## src/rtl/xif_offload_tracker.sv

```systemverilog
// CORE-V-XIF offload tracker: adapts the CPU issue bus to the coprocessor, scoreboards outstanding
// offloads and gates results on commit. Define XIF_RESULT_SKID_EN to register the result path.
module xif_offload_tracker #(
   parameter int X_NUM_RS    = 3,
   parameter int X_ID_WIDTH  = 4,
   parameter int X_RFR_WIDTH = 32,
   parameter int DEPTH       = 4
) (
   input  logic                            clk_i,
   input  logic                            rst_i,
   input  logic                            cpu_issue_valid_i,
   output logic                            cpu_issue_ready_o,
   input  logic [31:0]                     cpu_issue_instr_i,
   input  logic [X_ID_WIDTH-1:0]           cpu_issue_id_i,
   input  logic [3*X_RFR_WIDTH-1:0]        cpu_issue_rs_i,
   input  logic [2:0]                      cpu_issue_rs_valid_i,
   output logic                            cpu_issue_accept_o,
   output logic                            cpu_issue_writeback_o,
   output logic                            cop_issue_valid_o,
   input  logic                            cop_issue_ready_i,
   output logic [31:0]                     cop_issue_instr_o,
   output logic [X_ID_WIDTH-1:0]           cop_issue_id_o,
   output logic [X_NUM_RS*X_RFR_WIDTH-1:0] cop_issue_rs_o,
   output logic [X_NUM_RS-1:0]             cop_issue_rs_valid_o,
   input  logic                            cop_issue_accept_i,
   input  logic                            cop_issue_writeback_i,
   input  logic                            cpu_commit_valid_i,
   input  logic                            cpu_commit_kill_i,
   input  logic [X_ID_WIDTH-1:0]           cpu_commit_id_i,
   output logic                            cop_commit_valid_o,
   output logic                            cop_commit_kill_o,
   output logic [X_ID_WIDTH-1:0]           cop_commit_id_o,
   input  logic                            cop_result_valid_i,
   output logic                            cop_result_ready_o,
   input  logic [X_ID_WIDTH-1:0]           cop_result_id_i,
   input  logic [X_RFR_WIDTH-1:0]          cop_result_data_i,
   input  logic [4:0]                      cop_result_rd_i,
   output logic                            cpu_result_valid_o,
   input  logic                            cpu_result_ready_i,
   output logic [X_ID_WIDTH-1:0]           cpu_result_id_o,
   output logic [X_RFR_WIDTH-1:0]          cpu_result_data_o,
   output logic [4:0]                      cpu_result_rd_o,
   output logic [$clog2(DEPTH+1)-1:0]      outstanding_o,
   output logic                            err_o
);

   localparam int IDX_W = (DEPTH > 1) ? $clog2(DEPTH) : 1;
   localparam int CNT_W = $clog2(DEPTH+1);

   typedef enum logic [1:0] {FREE, ISSUED, COMMITTED} slot_state_e;

   slot_state_e             state_q   [DEPTH];
   slot_state_e             eff_state [DEPTH];
   logic [X_ID_WIDTH-1:0]   id_q      [DEPTH];

   logic             full, issue_hit, free_found, stall, rs_err;
   logic [IDX_W-1:0] alloc_idx, res_idx;
   logic             res_hit, res_committed;
   logic             issue_hs, alloc, down_ready, res_hs, res_fwd, res_drop;
   logic             err_q;
   logic [CNT_W-1:0] busy_cnt;

   // eff_state is the scoreboard with this cycle's commit applied, so a held result can
   // go out in the same cycle as its commit.
   always_comb begin
      // NOTE: every always_comb output gets a default before any conditional write, so no latch is inferred.
      full          = 1'b1;
      issue_hit     = 1'b0;
      free_found    = 1'b0;
      alloc_idx     = '0;
      res_hit       = 1'b0;
      res_committed = 1'b0;
      res_idx       = '0;
      busy_cnt      = '0;
      for (int i = 0; i < DEPTH; i++) begin
         eff_state[i] = state_q[i];
         if (state_q[i] == FREE) begin
            full = 1'b0;
            if (!free_found) begin
               free_found = 1'b1;
               alloc_idx  = IDX_W'(i);
            end
         end else begin
            busy_cnt = busy_cnt + CNT_W'(1);
            if (id_q[i] == cpu_issue_id_i) issue_hit = 1'b1;
         end
         if (cpu_commit_valid_i && state_q[i] == ISSUED && id_q[i] == cpu_commit_id_i)
            eff_state[i] = cpu_commit_kill_i ? FREE : COMMITTED;
         if (eff_state[i] != FREE && id_q[i] == cop_result_id_i) begin
            res_hit       = 1'b1;
            res_committed = (eff_state[i] == COMMITTED);
            res_idx       = IDX_W'(i);
         end
      end
   end

   assign stall  = full | issue_hit;
   assign rs_err = (X_NUM_RS == 2) && cpu_issue_rs_valid_i[2];

   assign cop_issue_valid_o     = cpu_issue_valid_i & ~stall;
   assign cpu_issue_ready_o     = cop_issue_ready_i & ~stall;
   assign cop_issue_instr_o     = cpu_issue_instr_i;
   assign cop_issue_id_o        = cpu_issue_id_i;
   assign cop_issue_rs_o        = cpu_issue_rs_i[X_NUM_RS*X_RFR_WIDTH-1:0];
   assign cop_issue_rs_valid_o  = cpu_issue_rs_valid_i[X_NUM_RS-1:0];
   assign cpu_issue_accept_o    = cop_issue_valid_o & cop_issue_accept_i & ~rs_err;
   assign cpu_issue_writeback_o = cop_issue_valid_o & cop_issue_writeback_i;

   assign issue_hs = cop_issue_valid_o & cop_issue_ready_i;
   assign alloc    = issue_hs & cpu_issue_accept_o & cop_issue_writeback_i;

   assign cop_commit_valid_o = cpu_commit_valid_i;
   assign cop_commit_kill_o  = cpu_commit_kill_i;
   assign cop_commit_id_o    = cpu_commit_id_i;

   // Unknown IDs are swallowed; uncommitted ones wait; committed ones wait for downstream room.
   assign cop_result_ready_o = res_hit ? (res_committed & down_ready) : 1'b1;
   assign res_hs   = cop_result_valid_i & cop_result_ready_o;
   assign res_fwd  = res_hs & res_hit;
   assign res_drop = res_hs & ~res_hit;

   always_ff @(posedge clk_i) begin
      if (rst_i) begin
         for (int i = 0; i < DEPTH; i++) state_q[i] <= FREE;
         err_q <= 1'b0;
      end else begin
         for (int i = 0; i < DEPTH; i++) begin
            state_q[i] <= eff_state[i];
            if (res_fwd && res_idx == IDX_W'(i)) state_q[i] <= FREE;
            if (alloc && alloc_idx == IDX_W'(i)) state_q[i] <= ISSUED;
         end
         if (res_drop || (issue_hs && rs_err)) err_q <= 1'b1;
      end
   end

   // NOTE: the ID storage has no reset; a FREE state already marks its contents as meaningless.
   always_ff @(posedge clk_i) begin
      if (alloc) id_q[alloc_idx] <= cpu_issue_id_i;
   end

   assign outstanding_o = busy_cnt;
   assign err_o         = err_q;

`ifdef XIF_RESULT_SKID_EN
   logic [1:0]             sk_cnt;
   logic                   sk_wr, sk_rd, sk_pop;
   logic [X_RFR_WIDTH-1:0] sk_data [2];
   logic [X_ID_WIDTH-1:0]  sk_id   [2];
   logic [4:0]             sk_dest [2];

   assign down_ready         = (sk_cnt != 2'd2);
   assign cpu_result_valid_o = (sk_cnt != 2'd0);
   assign cpu_result_id_o    = sk_id[sk_rd];
   assign cpu_result_data_o  = sk_data[sk_rd];
   assign cpu_result_rd_o    = sk_dest[sk_rd];
   assign sk_pop             = cpu_result_valid_o & cpu_result_ready_i;

   always_ff @(posedge clk_i) begin
      if (rst_i) begin
         sk_cnt <= 2'd0;
         sk_wr  <= 1'b0;
         sk_rd  <= 1'b0;
      end else begin
         if (res_fwd) sk_wr <= ~sk_wr;
         if (sk_pop)  sk_rd <= ~sk_rd;
         case ({res_fwd, sk_pop})
            2'b10:   sk_cnt <= sk_cnt + 2'd1;
            2'b01:   sk_cnt <= sk_cnt - 2'd1;
            default: sk_cnt <= sk_cnt;
         endcase
      end
   end

   always_ff @(posedge clk_i) begin
      if (res_fwd) begin
         sk_data[sk_wr] <= cop_result_data_i;
         sk_id[sk_wr]   <= cop_result_id_i;
         sk_dest[sk_wr] <= cop_result_rd_i;
      end
   end
`else
   assign down_ready         = cpu_result_ready_i;
   assign cpu_result_valid_o = cop_result_valid_i & res_hit & res_committed;
   assign cpu_result_id_o    = cop_result_id_i;
   assign cpu_result_data_o  = cop_result_data_i;
   assign cpu_result_rd_o    = cop_result_rd_i;
`endif

endmodule

```

## config.mk

```make
export PLATFORM = sky130hd
export DESIGN_NAME = xif_offload_tracker
export DESIGN_NICKNAME = d
export VERILOG_FILES = /design/src/rtl/xif_offload_tracker.sv
export SDC_FILE = /design/constraint.sdc
export NUM_CORES = 1
export LEC_CHECK = 0
export ABC_AREA = 1
export ABC_CLOCK_PERIOD_IN_PS = 2300
export CAP_MARGIN = 15
export CORE_AREA = 2 2 150 152
export DETAILED_ROUTE_END_ITERATION = 8
export DIE_AREA = 0 0 152 154
export MAX_ROUTING_LAYER = met4
export PLACE_DENSITY = 0.54
export SETUP_SLACK_MARGIN = 0.4
export SYNTH_ARGS = -nofsm -noshare
export SYNTH_HDL_FRONTEND = slang
export SYNTH_SLANG_ARGS = --single-unit
```

## constraint.sdc

```tcl
create_clock -name clk_i -period 2.3 [get_ports clk_i]
set_input_delay 0.345 -clock clk_i [delete_from_list [all_inputs] [get_ports clk_i]]
set_output_delay 0.345 -clock clk_i [all_outputs]
set_load 0.02 [all_outputs]
```

# Word level (Yosys, flattened, before mapping)
# Memory sizes are Yosys's and may differ from the RTL's.
# Cells that the tools add are included.
# totals
ramBits,24
output_inout_bits,192
in_bits,190
word_cells,173
reg_bits,1
memories,2
# mem_list
memory,words,width,read_ports,rd_ports_with_merged_regs,wr,line_no,text
id_q,4,4,4,0,1,54,logic [X_ID_WIDTH-1:0] id_q [DEPTH];
state_q,4,2,4,0,4,52,slot_state_e state_q [DEPTH];
# op_classes
n_eq_ne,26
muxes,83
reduce_logical,30
n_bitwise,28
add_sub_neg,3
# ops
operator,n
two-way mux 1 bit,57
equality test 4 bit,12
two-way mux 2 bit,23
logical AND 1 bit,20
"equality test 2 bit, second input constant",8
bitwise AND 1 bit,13
bitwise OR 1 bit,13
"equality test 2 x 1 -> 1 bit, second input constant",6
logical NOT 2 bit,6
"adder 3 x 1 -> 3 bit, second input constant",3
two-way mux 3 bit,3
nonzero test 2 bit,4
NOT 1 bit,2

# Depth between registers and ports, before layout
# An unclocked memory read counts as a cell.
# depth
ltp_word,21
mapped_depth,16
depth_no_buf,15

# Worst setup path after synthesis
# OpenSTA, ideal clock, no wires.
# synth_path
kind,register to output
from,memory state_q[1][0] (netlist bit)
to,output cpu_issue_accept_o
path_stages_with_launch,11
path_buffers,0
slack_ns,0.057
required_ns,1.955
t_arrival_ns,1.898
path_cell_list,edfxtp_1 > nor2_1 > inv_1 > ha_1 > o21ai_0 > inv_1 > o21ai_0 > nand2_1 > nor2_4 > inv_1 > nor2_1
# synth_rtl
item,line_no,text
start: declaration,52,
end: declaration,17,"output logic cpu_issue_accept_o,"

==> results.cfg <==
[worst_hold_path]
hold_class = in2reg

[sta]
hold_violations = 0
finalCritPeriodShare_pct = 106
setup_viol = 4
rsz0062_at_grt = yes
period_needed_ns = 2.44
slew_headroom_pct = 66.5
skew_ns = 0.00412
tightestPinTransition_ns = 0.501
setup_ws_ns = -0.137
max_freq_mhz = 410
holdWs_ns = 0.439
slew_violations = 0

[synthesis]
syn-instance-count = 442
avgSynthCellArea_um2 = 7.81
synth_area_um2 = 3450
yosysSeqAreaShare_pct = 20.9
ys_warn_count = 0
synth-seq-cells = 25
yosys.cell_types.count = 35

[route]
wl_per_cell_um = 18.9
dr_total_vias = 2435
drtIter0Drc = 55
antenna_left = 0
routed_wl_um = 13000
post-route-drc-count = 0
firstDrtPassIters = 4
vias_per_cell = 3.54

[clock_network]
cts_max_level = 1
cts_root_buffer = clkbuf_16
cts_tree = built
cts_buffer_depth = 2
clkLatencyLatePin_ns = 0.26
path_clk_slew_ns = 0.07
cts_buffers = 3
cts.sinks = 25

[worst_setup_path]
reg2reg_slack_ns = 0.05
worstPathArrival_ns = 2.09
r2r_start = state_q[0][0]
r2r_end = id_q[0][3]
cp-end-kind = output pin
cp-endpoint = cpu_result_valid_o
startpoint = id_q[1][2]
required_ns = 1.96
crit_fanout = 3
r2r_cells = 12
path_class = reg2out
startpoint_type = flip-flop

[status]
status = finished with violations
violations = negative setup slack

[floorplanning]
die_w_um = 152
dieHeight_um = 154
core_area_um2 = 21700
ios = 382
start_util_pct = 15.9
dieArea_um2 = 23400
num_rows = 54

[power]
seq_power_share_pct = 36.4
p_int_w = 0.000990
switchingPower_w = 0.000427
p_leak_nw = 1.76
swShare_pct = 30.1
powerDensity_nw_per_um2 = 354
combPwrFrac_pct = 34.0
ir_drop_mv = 0.297
power_frac_clock_pct = 29.7

[final_layout]
insertedDiodeCount = 0
layout_common_cells = buf_4 (86), nand2_1 (44), inv_1 (28)
nNetsFinal = 604
nFillCells = 2435
drive_above_1_share_pct = 46.1
postLayoutCoreUtil_pct = 18.4
fin_cells = 688
fin_area_um2 = 4000
area_delta_synth_final_pct = 15.8
final_common_cell = buf_4

[place]
port_buffers = 45
dp.cells = 659
postPlaceCellArea_um2 = 3480
dp_hpwl_um = 11300
place_congestion = 0.786

[job]
maxCapViolCount = 0

[global_routing]
grt_pass1_wl_um = 17800
grt_max_degree = 17
grt_usage_pct = 10.8
antenna_found_initial = 0
first_global_vias = 2455
overflow = 0
[logic make-up after synthesis]
group / count (synthesis) / share of synthesized area [%]
AND/OR/NAND/NOR: 124 / 19.3
adder cells (fa/ha/maj): 5 / 1.81
XOR/XNOR: 36 / 9.13
other: 1 / 0.109
AO/OA/AOI/OAI: 25 / 4.06
buffers and inverters: 226 / 44.7
flip-flops: 25 / 20.9
[layout make-up]
class                           instances  area, um^2  share of cell area, %
Sequential cell                        25         721                   18.0
Clock buffer                            3        75.1                   1.88
Clock inverter                          1        8.76                  0.219
Multi-Input combinational cell        196        1460                   36.4
Tap cell                              280         350                   8.77
Timing Repair Buffer                  143        1230                   30.8
Inverter                               40         153                   3.82
[stage by stage]
step                power (W)  setup slack (ns)  TNS, ns
finish                0.00142            -0.137   -0.309
global route          0.00148            -0.241    -1.84
CTS                   0.00140            -0.157   -0.399
detailed placement   0.000934            -0.791   -13.52
global placement     0.000935            -0.798   -13.86
floorplan             0.00115             0.330        0
[registers in the layout, indices dropped and copies added, names as in the netlist]
register and flops:
state_q 8, err_o 1, id_q 16
[worst max-delay path, stage by stage (launching register included)]
cell,delay (ns)
edfxtp_1,0.44
buf_4,0.16
xnor2_1,0.14
nand2_1,0.08
nor3_2,0.22
buf_4,0.18
nand2_2,0.06
nand3_4,0.10
nor2_4,0.05
nor2_4,0.10
and3_4,0.19
buf_6,0.11
[power by group through the flow]
| stage | sequential (W) | clock (W) | combinational (W) |
|---|---|---|---|
| finish | 0.000515 | 0.000420 | 0.000481 |
| global route | 0.000517 | 0.000445 | 0.000522 |
| global placement | 0.000524 | 0 | 0.000411 |
| floorplan | 0.000525 | 0 | 0.000628 |
| CTS | 0.000515 | 0.000429 | 0.000452 |
| detailed placement | 0.000524 | 0 | 0.000410 |
[cells in the mapped netlist]
master	count	share of area [%]
edfxtp_1	22	19
nor3_1	1	0.14
nor2_4	3	0.98
nand4_4	1	0.62
xor2_1	26	6.6
a21oi_1	12	1.7
nand3b_1	2	0.43
nand2_1	47	5.1
nor4_1	1	0.18
inv_2	2	0.22
o21ai_0	6	0.87
o21bai_1	1	0.22
nor2_1	23	2.5
nand2_2	5	0.91
o22ai_1	3	0.54
xnor2_1	10	2.5
a211oi_1	2	0.43
nand3_2	6	1.7
conb_1	1	0.11
ha_1	5	1.8
nor2_2	6	1.1
buf_4	183	40
nor4_2	1	0.36
buf_1	1	0.11
clkbuf_2	1	0.14
dfxtp_1	3	1.7
nor4_4	1	0.62
buf_6	1	0.33
a31o_2	1	0.25
and3_1	1	0.18
nand2_4	1	0.33
nor3_2	1	0.29
nand3_1	15	2.2
nand4_1	9	1.6
inv_1	38	4.1
[worst min-delay path by stage]
| stage | depth (start not counted) | slack, ns | end | startpoint |
|---|---|---|---|---|
| after global routing | 1 | 0.45 | id_q[1][1] | cpu_issue_id_i[1] |
| after detailed placement | 2 | 0.46 | err_o | err_o |
| final | 1 | 0.44 | id_q[1][1] | cpu_issue_id_i[1] |
| after floorplan | 0 | 0.44 | id_q[0][0] | cpu_issue_id_i[0] |
| after CTS | 2 | 0.48 | err_o | err_o |
| after global placement | 2 | 0.46 | err_o | err_o |
[layer usage]
| metal | GRT usage (%) | part of all wire, % |
|---|---|---|
| met5 | - | 0 |
| met4 | 3.29 | 3.1 |
| met3 | 9.58 | 19 |
| met2 | 18.1 | 49 |
| met1 | 8.52 | 28 |
[repair_timing]
action,4_1_cts,5_1_grt
gates resized for setup,96,38
endpoints found under the setup margin,48,35
buffers inserted,16,9
pin swaps,31,29
hold buffers,0,0
(Power assumes the default switching activity.)
